===== config.mk =====
export PLATFORM = sky130hd
export DESIGN_NAME = mem_port_arbiter_flat
export DESIGN_NICKNAME = d
export VERILOG_FILES = /design/src/rtl/mem_port_arbiter_if.sv /design/src/rtl/mem_port_arbiter.sv /design/src/flat_wrapper.sv
export SDC_FILE = /design/constraint.sdc
export NUM_CORES = 1
export LEC_CHECK = 0
export CAP_MARGIN = 20
export CORE_ASPECT_RATIO = 0.9
export CORE_MARGIN = 2
export CORE_UTILIZATION = 35
export CTS_CLUSTER_SIZE = 12
export DETAILED_ROUTE_END_ITERATION = 8
export PLACE_DENSITY = 0.84
export SYNTH_ARGS = -nofsm -noshare
export SYNTH_HDL_FRONTEND = slang
export SYNTH_SLANG_ARGS = --single-unit
export TNS_END_PERCENT = 20

===== constraint.sdc =====
create_clock -name clk -period 1.77 [get_ports clk]
set_clock_uncertainty 0.2 [all_clocks]
set_input_delay 0.354 -clock clk [delete_from_list [all_inputs] [get_ports clk]]
set_output_delay 0.354 -clock clk [all_outputs]
set_load 0.01 [all_outputs]

===== src/rtl/mem_port_arbiter_if.sv =====
// Request/response bundle between NUM_CH requesters, the arbiter and the shared memory port.
// The arbiter connects through the slave modport; the requester/memory side uses master.
interface mem_port_arbiter_if #(
  parameter int ADDR_W = 32,
  parameter int DATA_W = 32,
  parameter int NUM_CH = 2
);
  logic [NUM_CH*ADDR_W-1:0] ch_addr;
  logic [NUM_CH-1:0]        ch_rd_enable;
  logic [NUM_CH-1:0]        ch_wr_enable;
  logic [NUM_CH*DATA_W-1:0] ch_wr_data;
  logic [DATA_W-1:0]        ch_rd_data;
  logic [NUM_CH-1:0]        ch_ready;
  logic [NUM_CH-1:0]        ch_err;

  logic [ADDR_W-1:0]        mem_addr;
  logic [DATA_W-1:0]        mem_wr_data;
  logic                     mem_rd_enable;
  logic                     mem_wr_enable;
  logic [DATA_W-1:0]        mem_rd_data;
  logic                     mem_ready;

  modport slave (
    input  ch_addr, ch_rd_enable, ch_wr_enable, ch_wr_data, mem_rd_data, mem_ready,
    output ch_rd_data, ch_ready, ch_err, mem_addr, mem_wr_data, mem_rd_enable, mem_wr_enable
  );

  modport master (
    output ch_addr, ch_rd_enable, ch_wr_enable, ch_wr_data, mem_rd_data, mem_ready,
    input  ch_rd_data, ch_ready, ch_err, mem_addr, mem_wr_data, mem_rd_enable, mem_wr_enable
  );
endinterface


===== src/rtl/mem_port_arbiter.sv =====
// Merges NUM_CH request channels onto one memory port, one transaction outstanding at a time.
// Round-robin or fixed-priority grant; a stalled memory is reported through a ch_err pulse.
module mem_port_arbiter #(
  parameter int ADDR_W    = 32,
  parameter int DATA_W    = 32,
  parameter int NUM_CH    = 2,
  parameter int PRIO_MODE = 0,
  parameter int TIMEOUT   = 255
) (
  input  logic              clk,
  input  logic              reset,
  mem_port_arbiter_if.slave bus
);
  localparam int GW    = $clog2(NUM_CH);
  localparam int CNT_W = (TIMEOUT > 255) ? 16 : 8;
  localparam logic [CNT_W-1:0] TO_CNT = CNT_W'(TIMEOUT);

  typedef enum logic [1:0] {IDLE, BUSY, DONE} state_t;

  state_t            state_q;
  logic [GW-1:0]     grant_q;
  logic [GW-1:0]     rr_ptr_q;
  logic [CNT_W-1:0]  cnt_q;
  logic [ADDR_W-1:0] mem_addr_q;
  logic [DATA_W-1:0] mem_wr_data_q;
  logic              mem_rd_en_q;
  logic              mem_wr_en_q;
  logic [NUM_CH-1:0] ch_ready_q;
  logic [NUM_CH-1:0] ch_err_q;
  logic [DATA_W-1:0] ch_rd_data_q;

  logic [NUM_CH-1:0] req;
  logic              found_d;
  logic [GW-1:0]     start_d;
  logic [GW-1:0]     grant_d;
  logic [GW-1:0]     rr_next_d;
  logic [ADDR_W-1:0] sel_addr_d;
  logic [DATA_W-1:0] sel_wdata_d;
  logic              sel_wr_d;
  logic [NUM_CH-1:0] grant_oh;

  assign req = bus.ch_rd_enable | bus.ch_wr_enable;

  // Two ascending scans: channels at/after the start point first, then the wrap-around.
  always_comb begin
    found_d     = 1'b0;
    grant_d     = '0;
    start_d     = (PRIO_MODE != 0) ? '0 : rr_ptr_q;
    sel_addr_d  = '0;
    sel_wdata_d = '0;
    sel_wr_d    = 1'b0;
    for (int k = 0; k < NUM_CH; k++) begin
      if (!found_d && req[k] && (GW'(k) >= start_d)) begin
        found_d = 1'b1;
        grant_d = GW'(k);
      end
    end
    for (int k = 0; k < NUM_CH; k++) begin
      if (!found_d && req[k]) begin
        found_d = 1'b1;
        grant_d = GW'(k);
      end
    end
    for (int k = 0; k < NUM_CH; k++) begin
      if (grant_d == GW'(k)) begin
        sel_addr_d  = bus.ch_addr[k*ADDR_W +: ADDR_W];
        sel_wdata_d = bus.ch_wr_data[k*DATA_W +: DATA_W];
        sel_wr_d    = bus.ch_wr_enable[k];
      end
    end
    rr_next_d = (grant_d == GW'(NUM_CH - 1)) ? '0 : grant_d + GW'(1);
  end

  always_comb begin
    grant_oh = '0;
    for (int k = 0; k < NUM_CH; k++) begin
      grant_oh[k] = (grant_q == GW'(k));
    end
  end

  always_ff @(posedge clk or negedge reset) begin
    if (!reset) begin
      state_q       <= IDLE;
      grant_q       <= '0;
      rr_ptr_q      <= '0;
      cnt_q         <= '0;
      mem_addr_q    <= '0;
      mem_wr_data_q <= '0;
      mem_rd_en_q   <= 1'b0;
      mem_wr_en_q   <= 1'b0;
      ch_ready_q    <= '0;
      ch_err_q      <= '0;
      ch_rd_data_q  <= '0;
    end else begin
      ch_ready_q <= '0;
      ch_err_q   <= '0;
      unique case (state_q)
        IDLE: begin
          if (found_d) begin
            state_q       <= BUSY;
            grant_q       <= grant_d;
            cnt_q         <= '0;
            mem_addr_q    <= sel_addr_d;
            mem_wr_data_q <= sel_wdata_d;
            mem_wr_en_q   <= sel_wr_d;
            mem_rd_en_q   <= !sel_wr_d;
            if (PRIO_MODE == 0) begin
              rr_ptr_q <= rr_next_d;
            end
          end
        end
        BUSY: begin
          // A response arriving on the limit cycle still counts as success.
          if (bus.mem_ready) begin
            state_q      <= DONE;
            ch_ready_q   <= grant_oh;
            ch_rd_data_q <= mem_wr_en_q ? '0 : bus.mem_rd_data;
            mem_rd_en_q  <= 1'b0;
            mem_wr_en_q  <= 1'b0;
          end else if ((TIMEOUT != 0) && (cnt_q == TO_CNT)) begin
            state_q      <= DONE;
            ch_err_q     <= grant_oh;
            ch_rd_data_q <= '0;
            mem_rd_en_q  <= 1'b0;
            mem_wr_en_q  <= 1'b0;
          end else begin
            cnt_q <= cnt_q + CNT_W'(1);
          end
        end
        DONE:    state_q <= IDLE;
        default: state_q <= IDLE;
      endcase
    end
  end

  assign bus.mem_addr      = mem_addr_q;
  assign bus.mem_wr_data   = mem_wr_data_q;
  assign bus.mem_rd_enable = mem_rd_en_q;
  assign bus.mem_wr_enable = mem_wr_en_q;
  assign bus.ch_ready      = ch_ready_q;
  assign bus.ch_err        = ch_err_q;
  assign bus.ch_rd_data    = ch_rd_data_q;
endmodule

===== src/flat_wrapper.sv =====
// flat-port wrapper written by rule: the top's interface ports become plain ports
module mem_port_arbiter_flat 
#(
  parameter int ADDR_W    = 32,
  parameter int DATA_W    = 32,
  parameter int NUM_CH    = 2,
  parameter int PRIO_MODE = 0,
  parameter int TIMEOUT   = 255
)
  (clk, reset, bus_ch_addr, bus_ch_rd_enable, bus_ch_wr_enable, bus_ch_wr_data, bus_mem_rd_data, bus_mem_ready, bus_ch_rd_data, bus_ch_ready, bus_ch_err, bus_mem_addr, bus_mem_wr_data, bus_mem_rd_enable, bus_mem_wr_enable);
  mem_port_arbiter_if #(.ADDR_W(ADDR_W), .DATA_W(DATA_W), .NUM_CH(NUM_CH)) bus_i ();
  input  logic clk;
  input  logic reset;
  input wire logic [$bits(bus_i.ch_addr)-1:0] bus_ch_addr;
  input wire logic [$bits(bus_i.ch_rd_enable)-1:0] bus_ch_rd_enable;
  input wire logic [$bits(bus_i.ch_wr_enable)-1:0] bus_ch_wr_enable;
  input wire logic [$bits(bus_i.ch_wr_data)-1:0] bus_ch_wr_data;
  input wire logic [$bits(bus_i.mem_rd_data)-1:0] bus_mem_rd_data;
  input wire logic [$bits(bus_i.mem_ready)-1:0] bus_mem_ready;
  output wire logic [$bits(bus_i.ch_rd_data)-1:0] bus_ch_rd_data;
  output wire logic [$bits(bus_i.ch_ready)-1:0] bus_ch_ready;
  output wire logic [$bits(bus_i.ch_err)-1:0] bus_ch_err;
  output wire logic [$bits(bus_i.mem_addr)-1:0] bus_mem_addr;
  output wire logic [$bits(bus_i.mem_wr_data)-1:0] bus_mem_wr_data;
  output wire logic [$bits(bus_i.mem_rd_enable)-1:0] bus_mem_rd_enable;
  output wire logic [$bits(bus_i.mem_wr_enable)-1:0] bus_mem_wr_enable;
  assign bus_i.ch_addr = bus_ch_addr;
  assign bus_i.ch_rd_enable = bus_ch_rd_enable;
  assign bus_i.ch_wr_enable = bus_ch_wr_enable;
  assign bus_i.ch_wr_data = bus_ch_wr_data;
  assign bus_i.mem_rd_data = bus_mem_rd_data;
  assign bus_i.mem_ready = bus_mem_ready;
  assign bus_ch_rd_data = bus_i.ch_rd_data;
  assign bus_ch_ready = bus_i.ch_ready;
  assign bus_ch_err = bus_i.ch_err;
  assign bus_mem_addr = bus_i.mem_addr;
  assign bus_mem_wr_data = bus_i.mem_wr_data;
  assign bus_mem_rd_enable = bus_i.mem_rd_enable;
  assign bus_mem_wr_enable = bus_i.mem_wr_enable;
  mem_port_arbiter #(.ADDR_W(ADDR_W), .DATA_W(DATA_W), .NUM_CH(NUM_CH), .PRIO_MODE(PRIO_MODE), .TIMEOUT(TIMEOUT)) u_core (.clk(clk), .reset(reset), .bus(bus_i));
endmodule

==> impl_metrics.json, run 1 <==
{
  "grt_pass1_wl_um": 22200,
  "synthesis.area_mm2": 0.00488,
  "synth_edf_count": 0,
  "syn_avg_cell_area_um2": 11.4,
  "critical_path_required_ns": 1.86,
  "ys.warnings.count": 0,
  "worst_pin_slew_ns": 0.410,
  "cts_buffer_depth": 2,
  "fin_tns_setup_ns": 0,
  "worst_setup_path_end_kind": "register",
  "antenna_found_initial": 0,
  "crit_start": "u_core.cnt_q[0]$_DFFE_PN0P_",
  "nets": 887,
  "cts.reportedPaths.clkPinSlew_ns": 0.06,
  "r2r-start": "u_core.cnt_q[0]$_DFFE_PN0P_",
  "num_vias": 4516,
  "cts_root_buffer": "clkbuf_16",
  "crit_buf_inv": 1,
  "die_w_um": 128,
  "hold_viol": 0,
  "cp_max_fo": 32,
  "wl_um": 15900,
  "cts_tree": "yes",
  "dieArea_mm2": 0.0149,
  "grt_max_degree": 73,
  "clock_latency_ns": 0.41,
  "antenna_cells": 0,
  "synthToLayoutAreaGrowth_pct": 77.7,
  "crit_cells": 6,
  "status": "finished, final reports clean",
  "arrival_ns": 1.83,
  "drt_iter0_drc": 237,
  "post-route-util_pct": 64.4,
  "port_buffers": 268,
  "synthFlopType": "dfrtp_1",
  "slowest_stage": "dfrtp_1",
  "htree_levels": 4,
  "max_cap_violations": 0,
  "grtUsageTotal_pct": 19.3,
  "fin_crit_sh_pct": 98.2,
  "yosysSeqAreaShare_pct": 58.5,
  "ant_nets": 0,
  "rr_worst_depth": 6,
  "drc": 0,
  "rows": 40,
  "wl_per_cell_um": 17.6,
  "initial_utilization_pct": 36.2,
  "cts.sinks": 114,
  "critPathTopFamily": "simple AND/OR/NAND/NOR gates",
  "setup_viol": 0,
  "grt_pass1_vias": 4509,
  "finalPower_w": 0.0140,
  "place_area_mm2": 0.00788,
  "grt_setup_unrepaired": "true",
  "coreArea_mm2": 0.0135,
  "dp_hpwl_um": 10500,
  "gp_congestion": 0.825,
  "crit_type": "register to register",
  "numCtsBuffers": 17,
  "ir_drop_uv": 899,
  "synth_seq_cells": 114,
  "pin_count": 269,
  "worstPathCellList": "ha_1, nand4_1, nor2_1, o21ai_2, buf_12, a22o_1",
  "r2r_setup_slack_ns": 0.03,
  "ys_types": 39,
  "hold_path.class": "primary input to asynchronous set/reset pin",
  "viasPerCell": 5.02,
  "fmax_mhz": 576,
  "worstReg2RegEnd": "u_core.bus.ch_rd_data[24]$_DFFE_PN0P_",
  "synth_nets": 596,
  "firstDrtPassIters": 5,
  "syn_inst": 428,
  "drv_slew": 0,
  "p_per_area_mw_per_mm2": 1610,
  "fp.dieH_um": 116,
  "p_leak_nw": 4.17,
  "start_kind": "register",
  "max_slew_margin_pct": 72.7,
  "synthArstFlopShare_pct": 100,
  "crit_path_end": "u_core.bus.ch_rd_data[24]$_DFFE_PN0P_",
  "cpPeakStageDelay_ns": 0.35,
  "finalCriticalPeriod_ns": 1.74,
  "design_area_mm2": 0.00867,
  "overflow": 0,
  "drive_gt1_share_pct": 9.70
}
==> cell usage in the layout (no fill, tap or decap), types with 2 or more instances in the layout <==
cell	instances
bufinv_16	3
clkinv_2	2
clkdlybuf4s50_1	161
inv_1	3
dlymetal6s2s_1	4
o21ai_0	44
nand2b_1	3
buf_16	3
a22o_1	32
a21oi_1	4
nand3_1	7
clkbuf_1	2
nand2_1	69
clkbuf_16	24
buf_12	7
buf_6	3
or3_4	2
mux2i_1	63
clkbuf_8	5
o22ai_1	2
and3_1	4
dlygate4sd2_1	102
o21ai_2	2
o211ai_1	2
buf_4	11
o21ai_1	23
nor2_1	6
clkinvlp_4	2
dfrtp_1	114
a31oi_1	2
==> logic make-up after synthesis <==
logic type	after synthesis	share of synthesized area, %
buffers and inverters	31	3.69
adder cells (fa/ha/maj)	1	0.257
AND/OR/NAND/NOR	99	8.98
XOR/XNOR	1	0.180
flip-flops	114	58.5
AO/OA/AOI/OAI	118	15.3
multiplexers	64	13.1
==> Yosys cell counts (2+ instances only) <==
| cell type | instances | area, µm² |
|---|---|---|
| nand3_1 | 7 | 35.0 |
| a21oi_1 | 4 | 20.0 |
| buf_6 | 3 | 33.8 |
| a31oi_1 | 2 | 12.5 |
| nor2_1 | 7 | 26.3 |
| clkbuf_1 | 4 | 15.0 |
| clkbuf_2 | 2 | 10.0 |
| o22ai_1 | 3 | 18.8 |
| inv_1 | 3 | 11.3 |
| dfrtp_1 | 114 | 2850 |
| and3_1 | 4 | 25.0 |
| nand2_1 | 69 | 259 |
| buf_2 | 13 | 65.1 |
| o21ai_0 | 48 | 240 |
| a22o_1 | 32 | 280 |
| nand2b_1 | 3 | 18.8 |
| o21ai_1 | 20 | 100 |
| mux2i_1 | 64 | 641 |
| o211ai_1 | 2 | 15.0 |
| buf_4 | 5 | 37.5 |
==> worst min path at each step <==
| stage | startpoint | to | slack, ns | cells past startpoint |
|---|---|---|---|---|
| after detailed placement | reset | u_core.bus.ch_rd_data[31]$_DFFE_PN0P_ | 0.11 | 1 |
| after global placement | reset | u_core.bus.ch_rd_data[31]$_DFFE_PN0P_ | 0.11 | 1 |
| after global routing | reset | u_core.bus.ch_rd_data[24]$_DFFE_PN0P_ | 0.24 | 2 |
| after CTS | reset | u_core.bus.mem_wr_data[18]$_DFFE_PN0P_ | 0.22 | 2 |
| final | reset | u_core.bus.mem_wr_data[19]$_DFFE_PN0P_ | 0.22 | 2 |
| after floorplan | reset | u_core.bus.ch_err[0]$_DFF_PN0_ | -0.14 | 0 |
==> final cells by class <==
| class | instances | area [µm²] |
|---|---|---|
| multi-input cells | 284 | 1890 |
| repair buffers | 299 | 3080 |
| clock buffers | 24 | 502 |
| flip-flops and latches | 114 | 2850 |
| fillers | 1045 | 4800 |
| well taps | 168 | 210 |
| inverters | 3 | 11.3 |
| clock inverters | 8 | 124 |
==> registers in the layout, summed over array words and instances (netlist names) <==
name / count
u_core.bus.ch_err: 2
u_core.bus.mem_rd_enable: 1
u_core.bus.ch_rd_data: 32
u_core.bus.mem_wr_data: 32
u_core.rr_ptr_q: 1
u_core.state_q: 2
u_core.grant_q: 1
u_core.bus.mem_addr: 32
u_core.cnt_q: 8
u_core.bus.mem_wr_enable: 1
u_core.bus.ch_ready: 2
==> report_power, final <==
part | internal, W | switching [W] | total, W | leakage (nW)
Sequential | 0.00374 | 0.000630 | 0.00437 | 1.43
Combinational | 0.00304 | 0.00299 | 0.00604 | 2.44
Clock | 0.00240 | 0.00117 | 0.00357 | 0.302
Total | 0.00918 | 0.00479 | 0.0140 | 4.17
==> through the flow <==
| stage | std cells | worst slack [ns] | hold WS, ns |
|---|---|---|---|
| after detailed placement | 856 | -0.434 | 0.113 |
| after CTS | 889 | 0.0102 | 0.217 |
| final | 900 | 0.0325 | 0.218 |
| after global placement | 856 | -0.396 | 0.115 |
| after global routing | 900 | -0.0344 | 0.237 |
| after floorplan | 428 | 0.0434 | -0.142 |
==> repair_timing <==
| item | in CTS | in global routing |
|---|---|---|
| pin swaps | 1 | 3 |
| setup endpoints to repair | 106 | 99 |
| endpoints found under the hold margin | 26 | 0 |
| gates resized for setup | 104 | 13 |
| buffers inserted | 0 | 1 |
| gates cloned | 0 | 10 |
| hold buffers | 1 | 0 |
==> metal layers <==
layer  vias to the layer above  global-route usage (%)  wire [µm]
met5                         -                       0          0
met4                         0                    8.57        217
met2                       210                    33.2       7670
li1                       2115                       -          -
met3                        21                    6.79       1290
met1                      2170                    21.8       6700
Note: power is estimated with default switching activity, not from simulation.
==> run 2, diff against run 1 <==
--- a/config.mk
+++ b/config.mk
@@ -5,13 +5,15 @@
 export SDC_FILE = /design/constraint.sdc
 export NUM_CORES = 1
 export LEC_CHECK = 0
+export ABC_AREA = 1
 export CAP_MARGIN = 20
 export CORE_ASPECT_RATIO = 0.9
 export CORE_MARGIN = 2
-export CORE_UTILIZATION = 35
+export CORE_UTILIZATION = 37
 export CTS_CLUSTER_SIZE = 12
 export DETAILED_ROUTE_END_ITERATION = 8
 export PLACE_DENSITY = 0.84
+export SKIP_LAST_GASP = 1
 export SYNTH_ARGS = -nofsm -noshare
 export SYNTH_HDL_FRONTEND = slang
 export SYNTH_SLANG_ARGS = --single-unit
==> run 2 against run 1 <==
Net effect: the flow now finishes with violations (setup timing); non-clock buffer count unchanged; count of clock-buffer cells in the layout fell by 4; final cell count up 36%; flip-flop and latch count unchanged; synthesized cell count increased by 74%; total power grew 5.3%; largest cell class unchanged.
==> impl_metrics.json, run 2 <==
{
  "numCtsBuffers": 17,
  "max_slew_margin_pct": 77.9,
  "p_per_area_mw_per_mm2": 1590,
  "cts_buffer_depth": 2,
  "start_kind": "register",
  "grt_pass1_vias": 5840,
  "yosysTopAreaCell": "dfrtp_1",
  "fmax_mhz": 534,
  "arrival_ns": 1.32,
  "ys_top_cells_by_area": "dfrtp_1 (51%), nand2_1 (29%), nand3_1 (10%)",
  "drv_slew": 0,
  "num_vias": 5803,
  "synth_seq_cells": 114,
  "crit_start": "u_core.bus.mem_rd_enable$_DFFE_PN0P_",
  "port_buffers": 268,
  "switching_share_pct": 35.4,
  "hold_viol": 0,
  "ir_drop_uv": 872,
  "hold_path.class": "primary input to asynchronous set/reset pin",
  "synthArstFlopShare_pct": 100,
  "cpPeakStageDelay_ns": 0.56,
  "overflow": 0,
  "dr_wl_met3_um": 1090,
  "mostFrequentLayoutCells": "nand2_1 (427), clkdlybuf4s50_1 (231), dfrtp_1 (114)",
  "worst_pin_slew_ns": 0.332,
  "pin_count": 269,
  "n_fill_cell": 1231,
  "p_switching_w": 0.00521,
  "layout_commonest_cell": "nand2_1",
  "ant_nets": 0,
  "cts.sinks": 114,
  "antenna_cells": 0,
  "cts.reportedPaths.clkPinSlew_ns": 0.05,
  "dieArea_mm2": 0.0160,
  "gp_congestion": 0.837,
  "drive_gt1_share_pct": 7.39,
  "finalCriticalPeriod_ns": 1.87,
  "synth_nets": 912,
  "slowest_stage": "clkdlybuf4s50_1",
  "status": "complete, but fails checks",
  "grt_max_degree": 41,
  "power_frac_comb_pct": 45.6,
  "syn_inst": 744,
  "r2r-start": "u_core.cnt_q[1]$_DFFE_PN0P_",
  "synthesis.area_mm2": 0.00554,
  "max_cap_violations": 0,
  "p_clk_share_pct": 24.9,
  "post-route-util_pct": 63.2,
  "grtUsageTotal_pct": 22.7,
  "regArea_mm2": 0.00285,
  "grt_setup_unrepaired": "true",
  "worst_setup_path_end_kind": "primary output",
  "drt_iter0_drc": 253,
  "initial_utilization_pct": 37.8,
  "crit_buf_inv": 1,
  "violations": "setup timing",
  "ys_types": 23,
  "place_inst": 1195,
  "wl_per_cell_um": 14.2,
  "nets": 1185,
  "die_w_um": 133,
  "cts_root_buffer": "clkbuf_16",
  "synthToLayoutAreaGrowth_pct": 67.2,
  "ys.warnings.count": 0,
  "ys_top_cells_by_count": "nand2_1 (429), dfrtp_1 (114), nand3_1 (112), buf_2 (22), inv_1 (12)",
  "dr_wl_met2_um": 8520,
  "viasPerCell": 4.73,
  "grt_pass1_wl_um": 28700,
  "setup_viol": 66,
  "drc": 0,
  "htree_levels": 4,
  "synth_edf_count": 0,
  "final_cells": 1227,
  "wl_met1_um": 7160,
  "seqPwrFrac_pct": 29.6,
  "dpl_worst_slack_ns": -0.270,
  "coreArea_mm2": 0.0147,
  "fp.dieH_um": 120,
  "syn_avg_cell_area_um2": 7.45,
  "critPathTopFamily": "buffers and inverters",
  "cp_max_fo": 2,
  "synthFlopType": "dfrtp_1",
  "worstPathCellList": "clkdlybuf4s50_1",
  "synth.most_common_cell": "nand2_1",
  "wl_um": 17400,
  "fin_crit_sh_pct": 106,
  "yosysSeqAreaShare_pct": 51.5,
  "dp_hpwl_um": 12800,
  "yosysTopAreaCellShare_pct": 51.5,
  "finalPower_w": 0.0147,
  "setup_slack_ns": -0.103,
  "antenna_found_initial": 0,
  "cts_tree": "yes",
  "rows": 42,
  "firstDrtPassIters": 4,
  "top_layer_used": "met4",
  "p_int_w": 0.00950,
  "p_leak_nw": 4.86,
  "critical_path_required_ns": 1.22,
  "multiInputGateArea_mm2": 0.00239,
  "crit_type": "register to primary output",
  "clock_latency_ns": 0.40
}
-- run 2: cell count changes in the layout (fill, tap and decap cells not counted), moves of 43 or more --
| cell | previous run | this run |
|---|---|---|
| nand2_1 | 69 | 427 |
| nand3_1 | 7 | 112 |
| dlygate4sd2_1 | 102 | 20 |
| clkdlybuf4s50_1 | 161 | 231 |
| mux2i_1 | 63 | 0 |
| o21ai_0 | 44 | 1 |
-- run 2: layer usage --
metal,vias up,track usage [%]
met5,-,0
met4,0,10.5
met3,46,6.55
met2,193,37.7
met1,2700,27.2
li1,2864,-
-- run 2: final timing paths --
| kind | to | slack [ns] | cells after the start |
|---|---|---|---|
| max in group asynchronous | u_core.bus.mem_wr_data[30]$_DFFE_PN0P_ | 0.60 | 3 |
| min in group clk | u_core.bus.mem_wr_data[26]$_DFFE_PN0P_ | 0.27 | 2 |
| setup reg to reg | u_core.bus.mem_wr_enable$_DFFE_PN0P_ | 0.15 | 8 |
| hold reg to reg | u_core.bus.mem_wr_data[26]$_DFFE_PN0P_ | 0.27 | 2 |
| setup / recovery | bus_mem_rd_enable | -0.10 | 1 |
| hold / removal | u_core.bus.ch_rd_data[30]$_DFFE_PN0P_ | 0.23 | 2 |
-- run 2: layout make-up --
cell class / instances / share of cell area, %
repair buffers: 299 / 33.4
flip-flops and latches: 114 / 30.8
multi-input cells: 571 / 25.8
clock buffers: 20 / 4.82
well taps: 198 / 2.67
clock inverters: 11 / 2.00
inverters: 14 / 0.567
-- run 2: cells by family (layout without fill, tap and decap cells) --
logic type / count (synthesis) / after routing / share of synthesized area (%)
adders and majority gates: 1 / 1 / 0.226
xor gates and xnor gates: 1 / 1 / 0.158
and+or+nand+nor: 564 / 564 / 41.9
DFF: 114 / 114 / 51.5
buffers and inverters: 59 / 344 / 5.64
AOI/OAI and AO/OA: 5 / 5 / 0.610
-- run 2: repair_timing --
item,in CTS,in global routing
endpoints found under the hold margin,97,0
pin swaps,0,0
endpoints found under the setup margin,102,84
setup buffers,0,0
gates resized for setup,20,16
hold buffers,1,0
-- run 2: stage by stage --
stage / hold WS, ns / cell area [µm²] / TNS (ns)
after global routing: 0.250 / 9270 / -8.17
after detailed placement: 0.0828 / 8610 / -16.11
after CTS: 0.185 / 9230 / -8.57
after global placement: 0.0822 / 8610 / -15.22
final: 0.227 / 9270 / -5.10
after floorplan: -0.142 / 5540 / 0
-- run 2: power groups by stage --
stage / combinational (W) / sequential, W / clock [W]
2_1_floorplan: 0.00272 / 0.00481 / 0
3_3_place_gp: 0.00684 / 0.00433 / 0
3_5_place_dp: 0.00696 / 0.00438 / 0
4_1_cts: 0.00684 / 0.00436 / 0.00373
5_1_grt: 0.00741 / 0.00449 / 0.00386
6_report: 0.00671 / 0.00435 / 0.00366
==> run 3, diff against run 2 <==
==> constraint.sdc (replaced) <==
create_clock -name clk -period 1.77 [get_ports clk]
set_clock_uncertainty 0.2 [all_clocks]
set_input_delay 0.177 -clock clk [delete_from_list [all_inputs] [get_ports clk]]
set_output_delay 0.177 -clock clk [all_outputs]
set_load 0.01 [all_outputs]
==> run 3 against run 2 <==
Net effect: the flow now finishes without violations; flip-flop and latch count is the same; register-to-register slack lost 0.03 ns; routed wire length grew 2.6%; sequential power is essentially flat; critical path depth is the same; critical endpoint is now bus_mem_addr[20]; global-route usage shrank 0.051 points; clock power shrank 9.6%; combinational power grew 2%.
==> impl_metrics.json, run 3 (synthesis results as in run 2) <==
{
  "drc": 0,
  "status": "finished, final reports clean",
  "hold_viol": 0,
  "clock_latency_ns": 0.40,
  "wl_um": 17800,
  "p_int_w": 0.00924,
  "worst_pin_slew_ns": 0.729,
  "ant_nets": 0,
  "worstPathCellList": "clkdlybuf4s50_1",
  "antenna_cells": 0,
  "cts.sinks": 114,
  "mostFrequentLayoutCells": "nand2_1 (427), clkdlybuf4s50_1 (265), dfrtp_1 (114)",
  "dp_hpwl_um": 12600,
  "cp_max_fo": 2,
  "slowest_stage": "clkdlybuf4s50_1",
  "rr_worst_depth": 7,
  "hold_path.class": "primary input to register",
  "drv_slew": 0,
  "r2r-start": "u_core.cnt_q[1]$_DFFE_PN0P_",
  "overflow": 0,
  "wl_per_cell_um": 14.6,
  "grtUsageTotal_pct": 22.6,
  "final_cells": 1222,
  "drive_gt1_share_pct": 6.84,
  "cts_root_buffer": "clkbuf_16",
  "finalPower_w": 0.0145,
  "min_to": "u_core.bus.ch_rd_data[30]$_DFFE_PN0P_",
  "grt_pass1_vias": 5732,
  "r2r_setup_slack_ns": 0.12,
  "hp-start": "bus_mem_rd_data[30]",
  "switching_share_pct": 36.3,
  "layout_commonest_cell": "nand2_1",
  "p_per_area_mw_per_mm2": 1590,
  "numCtsBuffers": 17,
  "antenna_found_initial": 1,
  "cts_buffer_depth": 2,
  "fin_crit_sh_pct": 97.8,
  "p_leak_nw": 4.57,
  "grt_setup_unrepaired": "false",
  "critical_path_required_ns": 1.39,
  "place_inst": 1189,
  "arrival_ns": 1.35,
  "post_cts_buffers": 0,
  "firstDrtPassIters": 5,
  "crit_type": "register to primary output",
  "fp.dieH_um": 120,
  "whs_path_depth": 3,
  "pin_count": 269,
  "initial_utilization_pct": 37.8,
  "multiInputGateArea_mm2": 0.00239,
  "gp_congestion": 0.820,
  "max_slew_margin_pct": 51.4,
  "die_w_um": 133,
  "port_buffers": 268,
  "ir_drop_uv": 994,
  "crit_buf_inv": 1,
  "critPathTopFamily": "buffers and inverters",
  "cts.reportedPaths.clkPinSlew_ns": 0.05,
  "grt_pass1_wl_um": 28500,
  "viasPerCell": 4.73,
  "synthToLayoutAreaGrowth_pct": 64.9,
  "n_fill_cell": 1223,
  "htree_levels": 4,
  "setup_viol": 0,
  "dieArea_mm2": 0.0160,
  "max_cap_violations": 0,
  "seqPwrFrac_pct": 30.0,
  "regArea_mm2": 0.00285,
  "drt_iter0_drc": 342,
  "coreArea_mm2": 0.0147,
  "grt_max_degree": 115,
  "cpPeakStageDelay_ns": 0.57,
  "num_vias": 5778,
  "p_switching_w": 0.00526,
  "worstReg2RegEnd": "u_core.bus.ch_rd_data[31]$_DFFE_PN0P_",
  "power_frac_comb_pct": 47.2,
  "finalCriticalPeriod_ns": 1.73,
  "nets": 1179,
  "p_clk_share_pct": 22.8,
  "fmax_mhz": 578,
  "rows": 42,
  "cts_tree": "yes",
  "worst_setup_path_end_kind": "primary output",
  "start_kind": "register"
}
-- run 3: cell types whose count changed in the layout (fill, tap and decap cells not counted), sizes merged, moves of 3 or more --
cell           before  now
bufinv              5    2
buf                31   25
clkdlybuf4s50     231  265
dlygate4sd2        20    1
dlymetal6s2s       16    1
-- run 3: stage by stage --
step	cell area (µm²)	TNS [ns]	worst slack [ns]	hold slack [ns]	utilization, %
global placement	8550	-2.27	-0.0783	0.112	58.3
floorplan	5540	0	0.283	-0.319	-
CTS	9130	-0.00387	-0.00387	0.0888	62.3
global route	9140	0	0.00503	0.103	62.3
detailed placement	8550	-3.57	-0.112	0.119	58.3
finish	9140	0	0.0389	0.111	62.3
-- run 3: worst max path at each step --
stage                                                       from  slack, ns  cells past startpoint                                endpoint
after floorplan                      u_core.cnt_q[0]$_DFFE_PN0P_       0.28                      6             u_core.cnt_q[5]$_DFFE_PN0P_
after global routing          u_core.bus.mem_addr[5]$_DFFE_PN0P_      0.005                      1                         bus_mem_addr[5]
after CTS                 u_core.bus.mem_wr_data[11]$_DFFE_PN0P_     -0.004                      1                     bus_mem_wr_data[11]
final                        u_core.bus.mem_addr[20]$_DFFE_PN0P_       0.04                      1                        bus_mem_addr[20]
after detailed placement                     bus_ch_wr_enable[1]      -0.11                      9  u_core.bus.mem_wr_data[11]$_DFFE_PN0P_
after global placement                       bus_ch_wr_enable[1]      -0.08                      9     u_core.bus.mem_addr[24]$_DFFE_PN0P_
-- run 3: layer usage --
layer  vias up  wire length [µm]  global-route usage, %  share of wire [%]
met5         -                13                      0              0.073
met4         2               449                   9.54                2.5
met3        37              1120                   6.38                6.3
met2       204              8930                   38.0                 50
met1      2687              7300                   27.3                 41
li1       2848                 -                      -                  -
-- run 3: final cells by class --
cell class | count | area share [%]
Tap cell | 198 | 2.71
Sequential cell | 114 | 31.2
Clock inverter | 10 | 1.19
Multi-Input combinational cell | 571 | 26.1
Inverter | 14 | 0.575
Timing Repair Buffer | 293 | 33.1
Clock buffer | 22 | 5.08
-- run 3: timing repair --
| action | in CTS | in global routing |
|---|---|---|
| hold endpoints to repair | 114 | 0 |
| endpoints found under the setup margin | 2 | 1 |
| pin swaps | 0 | 0 |
| gates resized for setup | 1 | 1 |
| hold buffers | 1 | 0 |
-- run 3: power groups by stage --
stage	registers (W)	logic (W)	clock network [W]
after global placement	0.00434	0.00676	0
after CTS	0.00436	0.00691	0.00339
after floorplan	0.00481	0.00272	0
after global routing	0.00449	0.00748	0.00350
after detailed placement	0.00436	0.00688	0
final	0.00436	0.00684	0.00331
